--- src/rtl/key_event_module.sv ---
// Multi-key push-button front end: sync, debounce, press/release/long/repeat events.
// Latency: events and key_level update DEB_CYCLES+2 clocks after a stable key change is first sampled.
// No backpressure: every event is a one-clock pulse that downstream logic must take when it appears.
module key_event_module #(
  parameter int KEY_NUM     = 4,
  parameter int DEB_CYCLES  = 1_000_000,
  parameter int LONG_CYCLES = 50_000_000,
  parameter int REP_CYCLES  = 10_000_000
) (
  input  logic               clk,
  input  logic               rst_n,
  input  logic [KEY_NUM-1:0] key,
  output logic [KEY_NUM-1:0] key_level,
  output logic [KEY_NUM-1:0] key_out,
  output logic [KEY_NUM-1:0] key_release,
  output logic [KEY_NUM-1:0] key_long,
  output logic [KEY_NUM-1:0] key_repeat
);

  localparam int DW       = $clog2(DEB_CYCLES + 1);
  localparam int HOLD_MAX = (LONG_CYCLES > REP_CYCLES) ? LONG_CYCLES : REP_CYCLES;
  localparam int HW       = $clog2(HOLD_MAX + 1);

  localparam logic [DW-1:0] DEB_LAST  = DW'(DEB_CYCLES - 1);
  localparam logic [HW-1:0] LONG_LAST = HW'(LONG_CYCLES - 1);
  localparam logic [HW-1:0] REP_LAST  = HW'(REP_CYCLES - 1);

  typedef enum logic [1:0] {REL, PRS, LNG} state_t;

  for (genvar i = 0; i < KEY_NUM; i++) begin : g_key
    logic          sync1_q, sync2_q;
    logic [DW-1:0] deb_q, deb_d;
    logic          acc_q, acc_d;        // accepted level, active-high
    state_t        state_q, state_d;
    logic [HW-1:0] hold_q, hold_d;
    logic          lvl_q, lvl_d;
    logic          out_q, out_d;
    logic          rel_q, rel_d;
    logic          long_q, long_d;
    logic          rep_q, rep_d;
    logic          press_evt, release_evt;

    // Two-flop synchroniser; reset to released so a held key re-reports after reset.
    always_ff @(posedge clk or negedge rst_n) begin
      if (!rst_n) begin
        sync1_q <= 1'b1;
        sync2_q <= 1'b1;
      end else begin
        sync1_q <= key[i];
        sync2_q <= sync1_q;
      end
    end

    // Debounce: count consecutive clocks the synced key disagrees with the accepted level.
    always_comb begin
      deb_d = '0;
      acc_d = acc_q;
      if (~sync2_q != acc_q) begin
        if (deb_q == DEB_LAST) begin
          acc_d = ~acc_q;
        end else begin
          deb_d = deb_q + 1'b1;
        end
      end
    end

    // Accepted-level change is turned into an FSM event one clock later, aligned with key_level.
    assign press_evt   = acc_q & ~lvl_q;
    assign release_evt = ~acc_q & lvl_q;

    // Hold FSM next state and event pulses; release always wins over long/repeat.
    always_comb begin
      state_d = state_q;
      hold_d  = hold_q;
      lvl_d   = acc_q;
      out_d   = 1'b0;
      rel_d   = 1'b0;
      long_d  = 1'b0;
      rep_d   = 1'b0;
      case (state_q)
        REL: begin
          hold_d = '0;
          if (press_evt) begin
            state_d = PRS;
            out_d   = 1'b1;
          end
        end
        PRS: begin
          if (release_evt) begin
            state_d = REL;
            rel_d   = 1'b1;
            hold_d  = '0;
          end else if (hold_q == LONG_LAST) begin
            state_d = LNG;
            long_d  = 1'b1;
            hold_d  = '0;
          end else begin
            hold_d = hold_q + 1'b1;
          end
        end
        LNG: begin
          if (release_evt) begin
            state_d = REL;
            rel_d   = 1'b1;
            hold_d  = '0;
          end else if (hold_q == REP_LAST) begin
            rep_d  = 1'b1;
            hold_d = '0;
          end else begin
            hold_d = hold_q + 1'b1;
          end
        end
        default: begin
          state_d = REL;
          hold_d  = '0;
        end
      endcase
    end

    // State, counters and registered outputs.
    always_ff @(posedge clk or negedge rst_n) begin
      if (!rst_n) begin
        deb_q   <= '0;
        acc_q   <= 1'b0;
        state_q <= REL;
        hold_q  <= '0;
        lvl_q   <= 1'b0;
        out_q   <= 1'b0;
        rel_q   <= 1'b0;
        long_q  <= 1'b0;
        rep_q   <= 1'b0;
      end else begin
        deb_q   <= deb_d;
        acc_q   <= acc_d;
        state_q <= state_d;
        hold_q  <= hold_d;
        lvl_q   <= lvl_d;
        out_q   <= out_d;
        rel_q   <= rel_d;
        long_q  <= long_d;
        rep_q   <= rep_d;
      end
    end

    assign key_level[i]   = lvl_q;
    assign key_out[i]     = out_q;
    assign key_release[i] = rel_q;
    assign key_long[i]    = long_q;
    assign key_repeat[i]  = rep_q;
  end

endmodule

--- config.mk ---
export PLATFORM = sky130hd
export DESIGN_NAME = key_event_module
export DESIGN_NICKNAME = d
export VERILOG_FILES = /design/src/rtl/key_event_module.sv
export SDC_FILE = /design/constraint.sdc
export NUM_CORES = 1
export LEC_CHECK = 0
export CAP_MARGIN = 20
export CELL_PAD_IN_SITES_DETAIL_PLACEMENT = 1
export CELL_PAD_IN_SITES_GLOBAL_PLACEMENT = 1
export CORE_UTILIZATION = 43
export CTS_BUF_LIST = sky130_fd_sc_hd__clkbuf_8
export CTS_CLUSTER_DIAMETER = 50
export DETAILED_ROUTE_END_ITERATION = 6
export PLACE_DENSITY_LB_ADDON = 0.1
export SLEW_MARGIN = 30
export SYNTH_ARGS = -nofsm -noshare
export SYNTH_HDL_FRONTEND = slang
export SYNTH_SLANG_ARGS = --single-unit
--- constraint.sdc ---
create_clock -name clk -period 2.3 [get_ports clk]
set_input_delay 0.23 -clock clk [delete_from_list [all_inputs] [get_ports clk]]
set_output_delay 0.23 -clock clk [all_outputs]
set_load 0.005 [all_outputs]
==> results of run 1 <==
[cells in the final DEF, fill, tap and decap left out, drive strengths merged, types with 5 or more instances in the layout]
cell / instances
dfrtp: 216
nor3: 26
nor2: 95
a211oi: 57
inv: 57
nand2: 66
dfstp: 8
nor4: 31
xnor2: 81
nand2b: 8
xor2: 25
a21oi: 25
ha: 20
o21ai: 34
and4: 16
clkbuf: 58
buf: 62
clkinv: 11
and3: 21
or4: 41
nand3: 69
a41o: 5
nor4b: 7
a221oi: 47
clkdlybuf4s50: 24
or3: 42
nand4: 47
or4b: 5
nor4bb: 7
o31ai: 38
[synth_stat cells, drive strengths merged (38+ instances only)]
master | count | area, um^2
or3 | 42 | 263
o31ai | 38 | 290
or4 | 41 | 315
nor2 | 95 | 357
dfrtp | 216 | 5410
nand3 | 69 | 360
xnor2 | 81 | 709
buf | 41 | 273
a221oi | 47 | 474
inv | 46 | 173
nand2 | 66 | 248
nand4 | 47 | 294
a211oi | 57 | 428
[kinds of logic (layout without fill, tap and decap cells)]
family          Yosys count  after routing  share of synthesized area
fa+ha+maj                20             20                     0.0209
simple gates            495            495                      0.234
flops                   224            224                      0.469
mux                       1              1                   0.000837
compound gates          234            234                      0.148
buf+inv                 126            215                     0.0495
xor+xnor                106            106                     0.0776
[layout make-up]
type	count	area (um^2)	share of cell area
tap	372	465	0.0338
timing repair buffer	87	786	0.0570
inverter	50	188	0.0136
sequential	224	5620	0.407
clock inverter	20	136	0.00989
multi-input combinational	856	5800	0.421
clock buffer	58	798	0.0579
[layer usage]
| layer | track usage | vias to the layer above |
|---|---|---|
| met1 | 0.291 | 4853 |
| met2 | 0.337 | 118 |
| met5 | 0 | - |
| met3 | 0.0292 | 42 |
| li1 | - | 4630 |
| met4 | 0.0672 | 0 |
[sequential cells by signal, indices dropped and copies added, names as in the netlist]
signal	cells
g_key.acc_q	4
g_key.deb_q	80
g_key.hold_q	104
g_key.long_q	4
g_key.lvl_q	4
g_key.out_q	4
g_key.rel_q	4
g_key.rep_q	4
g_key.state_q	8
g_key.sync1_q	4
g_key.sync2_q	4
[repair_timing]
item / 4_1_cts / 5_1_grt
resized for setup: 0 / 4
hold buffers: 1 / 0
endpoints found under the hold margin: 63 / 0
setup buffers: 0 / 2
endpoints found under the setup margin: 0 / 8
[worst paths after layout]
| kind | endpoint | cells past startpoint | startpoint | slack, ns |
|---|---|---|---|---|
| max | g_key[2].hold_q[20]$_DFF_PN0_ | 5 | g_key[2].hold_q[0]$_DFF_PN0_ | 0.13 |
| min | g_key[3].sync1_q$_DFF_PN1_ | 1 | key[3] | 0.11 |
| max reg2reg | g_key[2].hold_q[20]$_DFF_PN0_ | 5 | g_key[2].hold_q[0]$_DFF_PN0_ | 0.13 |
| min reg2reg | g_key[3].sync2_q$_DFF_PN1_ | 0 | g_key[3].sync1_q$_DFF_PN1_ | 0.36 |
| max in group asynchronous | g_key[3].sync1_q$_DFF_PN1_ | 3 | rst_n | 1.24 |
| min in group asynchronous | g_key[2].hold_q[15]$_DFF_PN0_ | 2 | rst_n | 0.26 |
[metrics by stage]
stage | util | std cells | hold slack (ns) | power [mW]
2_1_floorplan | - | 1206 | -0.0656 | 4.11
3_3_place_gp | 0.473 | 1586 | 0.236 | 4.24
3_5_place_dp | 0.473 | 1586 | 0.237 | 4.24
5_1_grt | 0.509 | 1667 | 0.0895 | 8.68
4_1_cts | 0.508 | 1665 | 0.0759 | 8.51
6_report | 0.509 | 1667 | 0.114 | 8.34
[power by group through the flow]
stage / sequential [mW] / clock, mW / combinational [mW]
4_1_cts: 4.00 / 4.33 / 0.178
6_report: 4.00 / 4.17 / 0.168
2_1_floorplan: 4.06 / 0 / 0.0495
3_5_place_dp: 4.07 / 0 / 0.176
5_1_grt: 4.00 / 4.49 / 0.200
3_3_place_gp: 4.06 / 0 / 0.172
[critical path, delay by kind of cell (launching register included)]
| kind | cells | cell delay [ns] |
|---|---|---|
| and+or+nand+nor | 3 | 1.13 |
| DFF | 1 | 0.41 |
| AOI/OAI and AO/OA | 1 | 0.28 |
| adders and majority gates | 1 | 0.24 |
==> key figures, run 1 <==
STA
  – Crit path time final: between 2 and 2.5 ns
  – Final critical-path setup slack: roughly 0.13 ns
  – Slew Limit Fails: 0
  – Fin crit share: 0.943
  – Fmax achieved: approximately 0.46 GHz
  – Worst Tran Pin Value: approximately 0.57 ns
  – Finish-stage setup viols: 0
  – RSZ-0062 raised after global routing: no
  – Setup TNS Final: 0 ns
  – Rel. slew slack: 0.621
  – Endpoints failing hold: 0
  – Setup Skew: roughly 0.024 ns

Placement
  – DP Worst Slack: just under 0.06 ns
  – HPWL after DPL: ~19 mm
  – GPL Wtd Cong: ~0.8
  – Placed inst area: about 13000 um^2
  – Buffers on Ports: 25

Route
  – WL met2: 13.5 mm
  – Post-DR wirelength/cell: 17.4 um
  – 1st-iter DRT viols: 497
  – Vias per std cell: about 5.8
  – Met3 Routed Length: about 840 um
  – Via count: about 9600
  – Met1 WL: 14.1 mm
  – Total iterations of the first detailed-routing run: 6
  – Top routing layer used: met4
  – Drt drc: 0
  – Total Wirelength: around 29 mm
  – Post-DRT Antenna Nets: 0

Min path
  – Worst Hold Class: primary input to flip-flop

Power
  – Leak Pwr: slightly above 5 nW
  – Sequential share of power: 0.479
  – Gate power share: 0.020
  – Pint: around 6.5 mW
  – Max VDD drop: between 0.4 and 0.5 mV
  – P_sw: approximately 1.9 mW
  – PwrDens: slightly above 600 nW/um^2
  – Clk network pwr share: 0.500
  – Sw Share: 0.222

Clock tree
  – CTS sink cnt: roughly 220
  – CTS root buf: clkbuf_8
  – H-tree Lvls: 2
  – Clock Path Buffers: 3
  – CTS tree: yes
  – Num CTS Buffers: 42
  – Clock insertion delay at the later pin of the skew report: 0.54 ns
  – Clk slew on worst S/H paths: 0.06 ns

Final layout
  – Total Nets Final: 1287
  – Filler Cell Count: 3014
  – Share of post-route cells with drive strength above 1: 0.130
  – Final instance area: roughly 14000 um^2
  – Area delta synth->final: 15.2%
  – Inserted Diodes: 0

Yosys
  – Count of flip-flops with a built-in enable after synthesis: 0
  – Post-Syn Area: ~12000 um^2
  – Flops & latches, synth: 224
  – Synth Instances: 1206
  – Syn Area/Cell: ~9.9 um^2
  – Async SR Flop Fraction: 1.00
  – Post-synth cell types: 58
  – Synth Flop Type: dfrtp_1
  – Syn Nets: 1232
  – Synth Warn #: 0
  – Sequential share of the synthesized area: 0.469

Floorplanning
  – Initial core utilization: 0.442
  – Width of the die: around 170 um
  – Row cnt: 60
  – Core ar.: ~27000 um^2
  – Ports: 26
  – DIE AREA: between 20000 and 30000 um^2
  – Die Span Y: roughly 170 um

Run status
  – Status: complete, no violations

Setup path
  – Crit path max fanout: 9
  – Startpoint Class: flip-flop
  – WP data required: between 2 and 3 ns
  – Crit-path max cell delay: 0.62 ns
  – Crit path DAT: ~2.6 ns
  – Worst setup EP type: flip-flop
  – Slowest-stage cell, CP: or4_4
  – Critical path cell sequence: ha_2 -> nand4_1 -> or4_4 -> or3_1 -> a221oi_1
  – WS Path Type: flip-flop to flip-flop

Global routing
  – Initial antenna violation count: 0
  – First-pass GRT wire length: between 40 and 50 mm
  – Vias in the first global route: slightly below 10000
  – Largest net degree at the start of global routing: around 70
  – Gr ovfl total: 0
  – Global Route Usage Sum: 0.209

Flow run
  – Max-cap violations: 0
No activity file was read; power rests on OpenSTA's default activity.
==> run 2: changes to the inputs <==
Clock period 2.3 ns to 2.8 ns, I/O delays scaled along.
==> key figures, run 2 (synthesis gave the netlist of run 1 again) <==
Floorplanning
  – Die Span Y: between 150 and 200 um
  – Width of the die: between 150 and 200 um
  – Ports: 26
  – Row cnt: 60
  – Core ar.: between 20000 and 30000 um^2
  – Initial core utilization: 0.442
  – DIE AREA: 28500 um^2

Setup path
  – Worst setup EP type: flip-flop
  – Slowest-stage cell, CP: or4_4
  – FF-to-FF setup slack: around 0.48 ns
  – WS Path Type: flip-flop to flip-flop
  – Worst r2r src: g_key[1].hold_q[0]$_DFF_PN0_
  – Crit path max fanout: 13
  – Critical path cell sequence: ha_1 -> nand2_1 -> or4_4 -> or4_1 -> a221oi_2
  – Reg2Reg Depth: 5
  – Crit path DAT: ~2.8 ns
  – Top delay family on crit path: simple AND/OR/NAND/NOR gates
  – RR Endpoint: g_key[1].hold_q[22]$_DFF_PN0_
  – WP data required: about 3.2 ns
  – Crit-path max cell delay: ~0.64 ns
  – Critical path buffers and inverters: 0
  – Startpoint Class: flip-flop

Clock tree
  – H-tree Lvls: 2
  – Clock Path Buffers: 3
  – Clock insertion delay at the later pin of the skew report: ~0.55 ns
  – CTS sink cnt: roughly 220
  – Postcts setup bufs: 0
  – Clk slew on worst S/H paths: about 0.060 ns
  – CTS tree: yes
  – CTS root buf: clkbuf_8
  – CTS resizes: 0
  – Hold_buf cts: 1
  – Num CTS Buffers: 42

Final layout
  – Post-Layout Cell Count: around 1600
  – Total Nets Final: approximately 1300
  – Leading registers by flop count: g_key.hold_q x104, g_key.deb_q x80, g_key.state_q x8
  – Reg with most FFs: g_key.hold_q
  – Commonest cells after routing, fill and taps aside: dfrtp_1 (216), nor2_1 (95), xnor2_1 (81), nand2_1 (66), nand3_1 (66)
  – Inserted Diodes: 0
  – Max reg flops: between 100 and 150
  – Area delta synth->final: 12.8%
  – Most common cell after layout, fill and taps aside: dfrtp_1
  – Share of post-route cells with drive strength above 1: 0.103

Placement
  – Buffers on Ports: 25
  – Placed insts: roughly 1600
  – HPWL after DPL: approximately 19 mm
  – DP Worst Slack: roughly 0.48 ns
  – GPL Wtd Cong: between 0.7 and 0.8

Power
  – Pint: 5.41 mW
  – Gate power share: 0.019
  – Total power: about 7.0 mW
  – PwrDens: slightly above 500 nW/um^2
  – Sequential share of power: 0.468
  – Leak Pwr: about 5 nW
  – Clk network pwr share: 0.512
  – Max VDD drop: between 0.4 and 0.5 mV
  – Sw Share: 0.228
  – P_sw: around 1.6 mW

Route
  – WL met2: between 10 and 15 mm
  – Total iterations of the first detailed-routing run: 4
  – 1st-iter DRT viols: ~430
  – Top routing layer used: met4
  – Met1 WL: between 10 and 15 mm
  – Vias per std cell: a little under 6
  – Total Wirelength: around 29 mm
  – Post-DRT Antenna Nets: 0
  – Post-DR wirelength/cell: 17.5 um
  – Met3 Routed Length: approximately 800 um
  – Via count: about 9500
  – Drt drc: 0

Min path
  – Critical hold path startpoint: key[3]
  – Worst hold path cell count: 1
  – WHS Endpoint: g_key[3].sync1_q$_DFF_PN1_
  – Worst Hold Class: primary input to flip-flop

STA
  – RSZ-0062 raised after global routing: no
  – Final critical-path setup slack: approximately 0.48 ns
  – Finish-stage setup viols: 0
  – Fin crit share: 0.830
  – Rel. slew slack: 0.556
  – Setup Skew: between 0.01 and 0.015 ns
  – Worst Tran Pin Value: approximately 0.67 ns
  – Endpoints failing hold: 0
  – Setup TNS Final: 0 ns
  – Slew Limit Fails: 0
  – Fmax achieved: 0.430 GHz
  – Crit path time final: ~2.3 ns

Flow run
  – Max-cap violations: 0

Run status
  – Status: complete, no violations

Global routing
  – Initial antenna violation count: 0
  – Largest net degree at the start of global routing: 82
  – Gr ovfl total: 0
  – First-pass GRT wire length: ~50 mm
  – Vias in the first global route: between 9000 and 10000
  – Global Route Usage Sum: 0.212
-- run 2: worst max path at each step --
| stage | startpoint | endpoint | slack (ns) | depth (start not counted) |
|---|---|---|---|---|
| after detailed placement | g_key[1].hold_q[0]$_DFF_PN0_ | g_key[1].hold_q[22]$_DFF_PN0_ | 0.48 | 5 |
| after CTS | g_key[1].hold_q[0]$_DFF_PN0_ | g_key[1].hold_q[22]$_DFF_PN0_ | 0.47 | 5 |
| after global routing | g_key[2].hold_q[0]$_DFF_PN0_ | g_key[2].hold_q[24]$_DFF_PN0_ | 0.33 | 5 |
| after global placement | g_key[1].hold_q[0]$_DFF_PN0_ | g_key[1].hold_q[22]$_DFF_PN0_ | 0.55 | 5 |
| after floorplan | g_key[0].hold_q[11]$_DFF_PN0_ | g_key[0].hold_q[16]$_DFF_PN0_ | 0.69 | 6 |
| final | g_key[1].hold_q[0]$_DFF_PN0_ | g_key[1].hold_q[22]$_DFF_PN0_ | 0.48 | 5 |
-- run 2: power groups by stage --
| stage | Combinational, mW | Sequential (mW) | Clock, mW |
|---|---|---|---|
| 6_report | 0.136 | 3.28 | 3.59 |
| 5_1_grt | 0.159 | 3.28 | 3.84 |
| 4_1_cts | 0.144 | 3.28 | 3.73 |
| 3_5_place_dp | 0.142 | 3.34 | 0 |
| 3_3_place_gp | 0.139 | 3.34 | 0 |
| 2_1_floorplan | 0.0407 | 3.34 | 0 |
-- run 2: metrics by stage --
stage          instance area (um^2)  hold slack, ns   util
4_1_cts                       13500           0.107  0.498
2_1_floorplan                 12000         -0.0156      -
3_3_place_gp                  12500           0.321  0.462
6_report                      13500           0.143  0.498
3_5_place_dp                  12500           0.316  0.462
5_1_grt                       13500           0.117  0.498
-- run 2: worst reg2reg max path: cells and delay by family (launching register included) --
kind	cells	cell delay, ns
AOI/OAI and AO/OA	1	0.25
adders and majority gates	1	0.23
DFF	1	0.41
and+or+nand+nor	3	1.34
-- run 2: cell type report --
class | instances | area (um^2)
clock buffers | 54 | 743
clock inverters | 23 | 215
fillers | 3047 | 13600
inverters | 50 | 188
multi-input cells | 856 | 5780
flip-flops and latches | 224 | 5620
well taps | 372 | 465
repair buffers | 52 | 485
-- run 2: layer usage --
| metal | vias up | global-route usage |
|---|---|---|
| li1 | 4569 | - |
| met1 | 4763 | 0.290 |
| met2 | 112 | 0.344 |
| met3 | 51 | 0.0316 |
| met4 | 0 | 0.0704 |
| met5 | - | 0 |
==> run 3: changes to the inputs <==
Clock period 2.8 ns to 2.15 ns, I/O delays scaled along.
==> key figures, run 3 (synthesis gave the netlist of run 1 again) <==
Run status
  – Status: complete, no violations

Final layout
  – Inserted Diodes: 0
  – Post-Layout Cell Count: about 1700
  – Share of post-route cells with drive strength above 1: 0.162
  – Final instance area: ~14000 um^2
  – Reg area: 5620 um^2
  – Total Nets Final: between 1000 and 1500
  – Most common cell after layout, fill and taps aside: dfrtp_1
  – Multi-input gate area: 5860 um^2
  – Filler Cell Count: 3020
  – Area delta synth->final: 18.2%
  – Final core utilization: 0.522
  – Reg with most FFs: g_key.hold_q
  – Commonest cells after routing, fill and taps aside: dfrtp_1 (211), nor2_1 (95), buf_4 (93), xnor2_1 (81)
  – Leading registers by flop count: g_key.hold_q x104, g_key.deb_q x80, g_key.state_q x8
  – Max reg flops: about 100

Floorplanning
  – Core ar.: between 20000 and 30000 um^2
  – DIE AREA: roughly 29000 um^2
  – Initial core utilization: 0.442
  – Width of the die: about 170 um
  – Ports: 26
  – Die Span Y: approximately 170 um
  – Row cnt: 60

Min path
  – WHS Endpoint: g_key[3].sync1_q$_DFF_PN1_
  – Worst Hold Class: primary input to flip-flop
  – Worst hold path cell count: 1
  – Critical hold path startpoint: key[3]

Power
  – Sw Share: 0.231
  – Clk network pwr share: 0.479
  – Max VDD drop: around 0.48 mV
  – PwrDens: about 600 nW/um^2
  – P_sw: ~2.0 mW
  – Sequential share of power: 0.498
  – Gate power share: 0.023
  – Total power: ~8.6 mW
  – Pint: approximately 6.6 mW
  – Leak Pwr: 5.28 nW

STA
  – Rel. slew slack: 0.603
  – Hold WS: between 0.09 and 0.1 ns
  – Setup Skew: 0.0147 ns
  – Fin crit share: 0.973
  – Endpoints failing hold: 0
  – Crit path time final: 2.09 ns
  – Worst Tran Pin Value: around 0.59 ns
  – Fmax achieved: between 0.4 and 0.5 GHz
  – Final critical-path setup slack: approximately 0.058 ns
  – Setup TNS Final: 0 ns
  – Finish-stage setup viols: 0
  – RSZ-0062 raised after global routing: yes
  – Slew Limit Fails: 0

Clock tree
  – CTS root buf: clkbuf_8
  – H-tree Lvls: 2
  – Clock Path Buffers: 3
  – Clock insertion delay at the later pin of the skew report: about 0.54 ns
  – Clk slew on worst S/H paths: about 0.06 ns
  – CTS sink cnt: around 220
  – Num CTS Buffers: 42
  – CTS tree: yes

Setup path
  – FF-to-FF setup slack: approximately 0.058 ns
  – Crit-path max cell delay: about 0.55 ns
  – Origin of the worst setup path: g_key[2].hold_q[1]$_DFF_PN0_
  – Startpoint Class: flip-flop
  – Critical path cell sequence: ha_1 -> nand4_1 -> buf_4 -> or4b_1 -> or3_1 -> a221oi_2
  – WP data required: 2.59 ns
  – Crit path max fanout: 3
  – Slowest-stage cell, CP: or4b_1
  – RR Endpoint: g_key[2].hold_q[14]$_DFF_PN0_
  – Worst setup EP type: flip-flop
  – Crit path DAT: approximately 2.5 ns
  – Reg2Reg Depth: 6
  – WS Path Type: flip-flop to flip-flop
  – Worst r2r src: g_key[2].hold_q[1]$_DFF_PN0_

Route
  – Drt drc: 0
  – Total Wirelength: between 30 and 40 mm
  – 1st-iter DRT viols: between 400 and 500
  – Post-DRT Antenna Nets: 0
  – Total iterations of the first detailed-routing run: 4
  – Via count: ~9900
  – Post-DR wirelength/cell: between 15 and 20 um
  – Vias per std cell: ~5.8

Placement
  – Buffers on Ports: 25
  – DP Worst Slack: -0.0313 ns
  – GPL Wtd Cong: between 0.7 and 0.8
  – HPWL after DPL: a little over 20 mm
  – Placed insts: between 1500 and 2000
  – Placed inst area: about 13000 um^2

Flow run
  – Max-cap violations: 0

Global routing
  – Initial antenna violation count: 0
  – Global Route Usage Sum: 0.219
  – Gr ovfl total: 0
  – Largest net degree at the start of global routing: 69
  – Vias in the first global route: about 10000
  – First-pass GRT wire length: just over 50 mm
## run 3: power by group through the flow
stage / combinational (mW) / sequential, mW / clock (mW)
finish: 0.194 / 4.27 / 4.11
global route: 0.224 / 4.28 / 4.43
CTS: 0.203 / 4.27 / 4.27
detailed placement: 0.200 / 4.35 / 0
global placement: 0.196 / 4.35 / 0
floorplan: 0.0530 / 4.34 / 0
## run 3: final cells by class
type / instances / share of cell area
sequential: 224 / 0.398
clock inverter: 25 / 0.00885
multi-input combinational: 857 / 0.415
inverter: 50 / 0.0133
clock buffer: 52 / 0.0506
tap: 372 / 0.0329
timing repair buffer: 129 / 0.0823
## run 3: repair_timing
action	4_1_cts	5_1_grt
buffers inserted	2	5
endpoints found under the hold margin	59	0
gates cloned	0	1
resized for setup	0	19
pin swaps	0	2
endpoints found under the setup margin	3	21
hold buffers	1	0
## run 3: how the worst max path moves through the flow
stage,to,slack [ns],cells past startpoint
after floorplan,g_key[0].hold_q[16]$_DFF_PN0_,0.04,6
after global placement,g_key[1].deb_q[18]$_DFF_PN0_,0.07,5
after detailed placement,g_key[1].hold_q[18]$_DFF_PN0_,-0.03,5
after CTS,g_key[1].hold_q[18]$_DFF_PN0_,0.0005,5
after global routing,g_key[3].hold_q[23]$_DFF_PN0_,-0.03,7
final,g_key[2].hold_q[14]$_DFF_PN0_,0.06,6
## run 3: layer usage
layer  wire, um  track usage
met1      14400        0.288
met2      14700        0.373
met3        842       0.0348
met4        577       0.0621
met5          0            0
## run 3: critical path: cells and delay by family, from the launching register on
family / cells / cell delay [ns]
simple gates: 3 / 1.04
flops: 1 / 0.36
compound gates: 1 / 0.25
fa+ha+maj: 1 / 0.18
buf+inv: 1 / 0.17
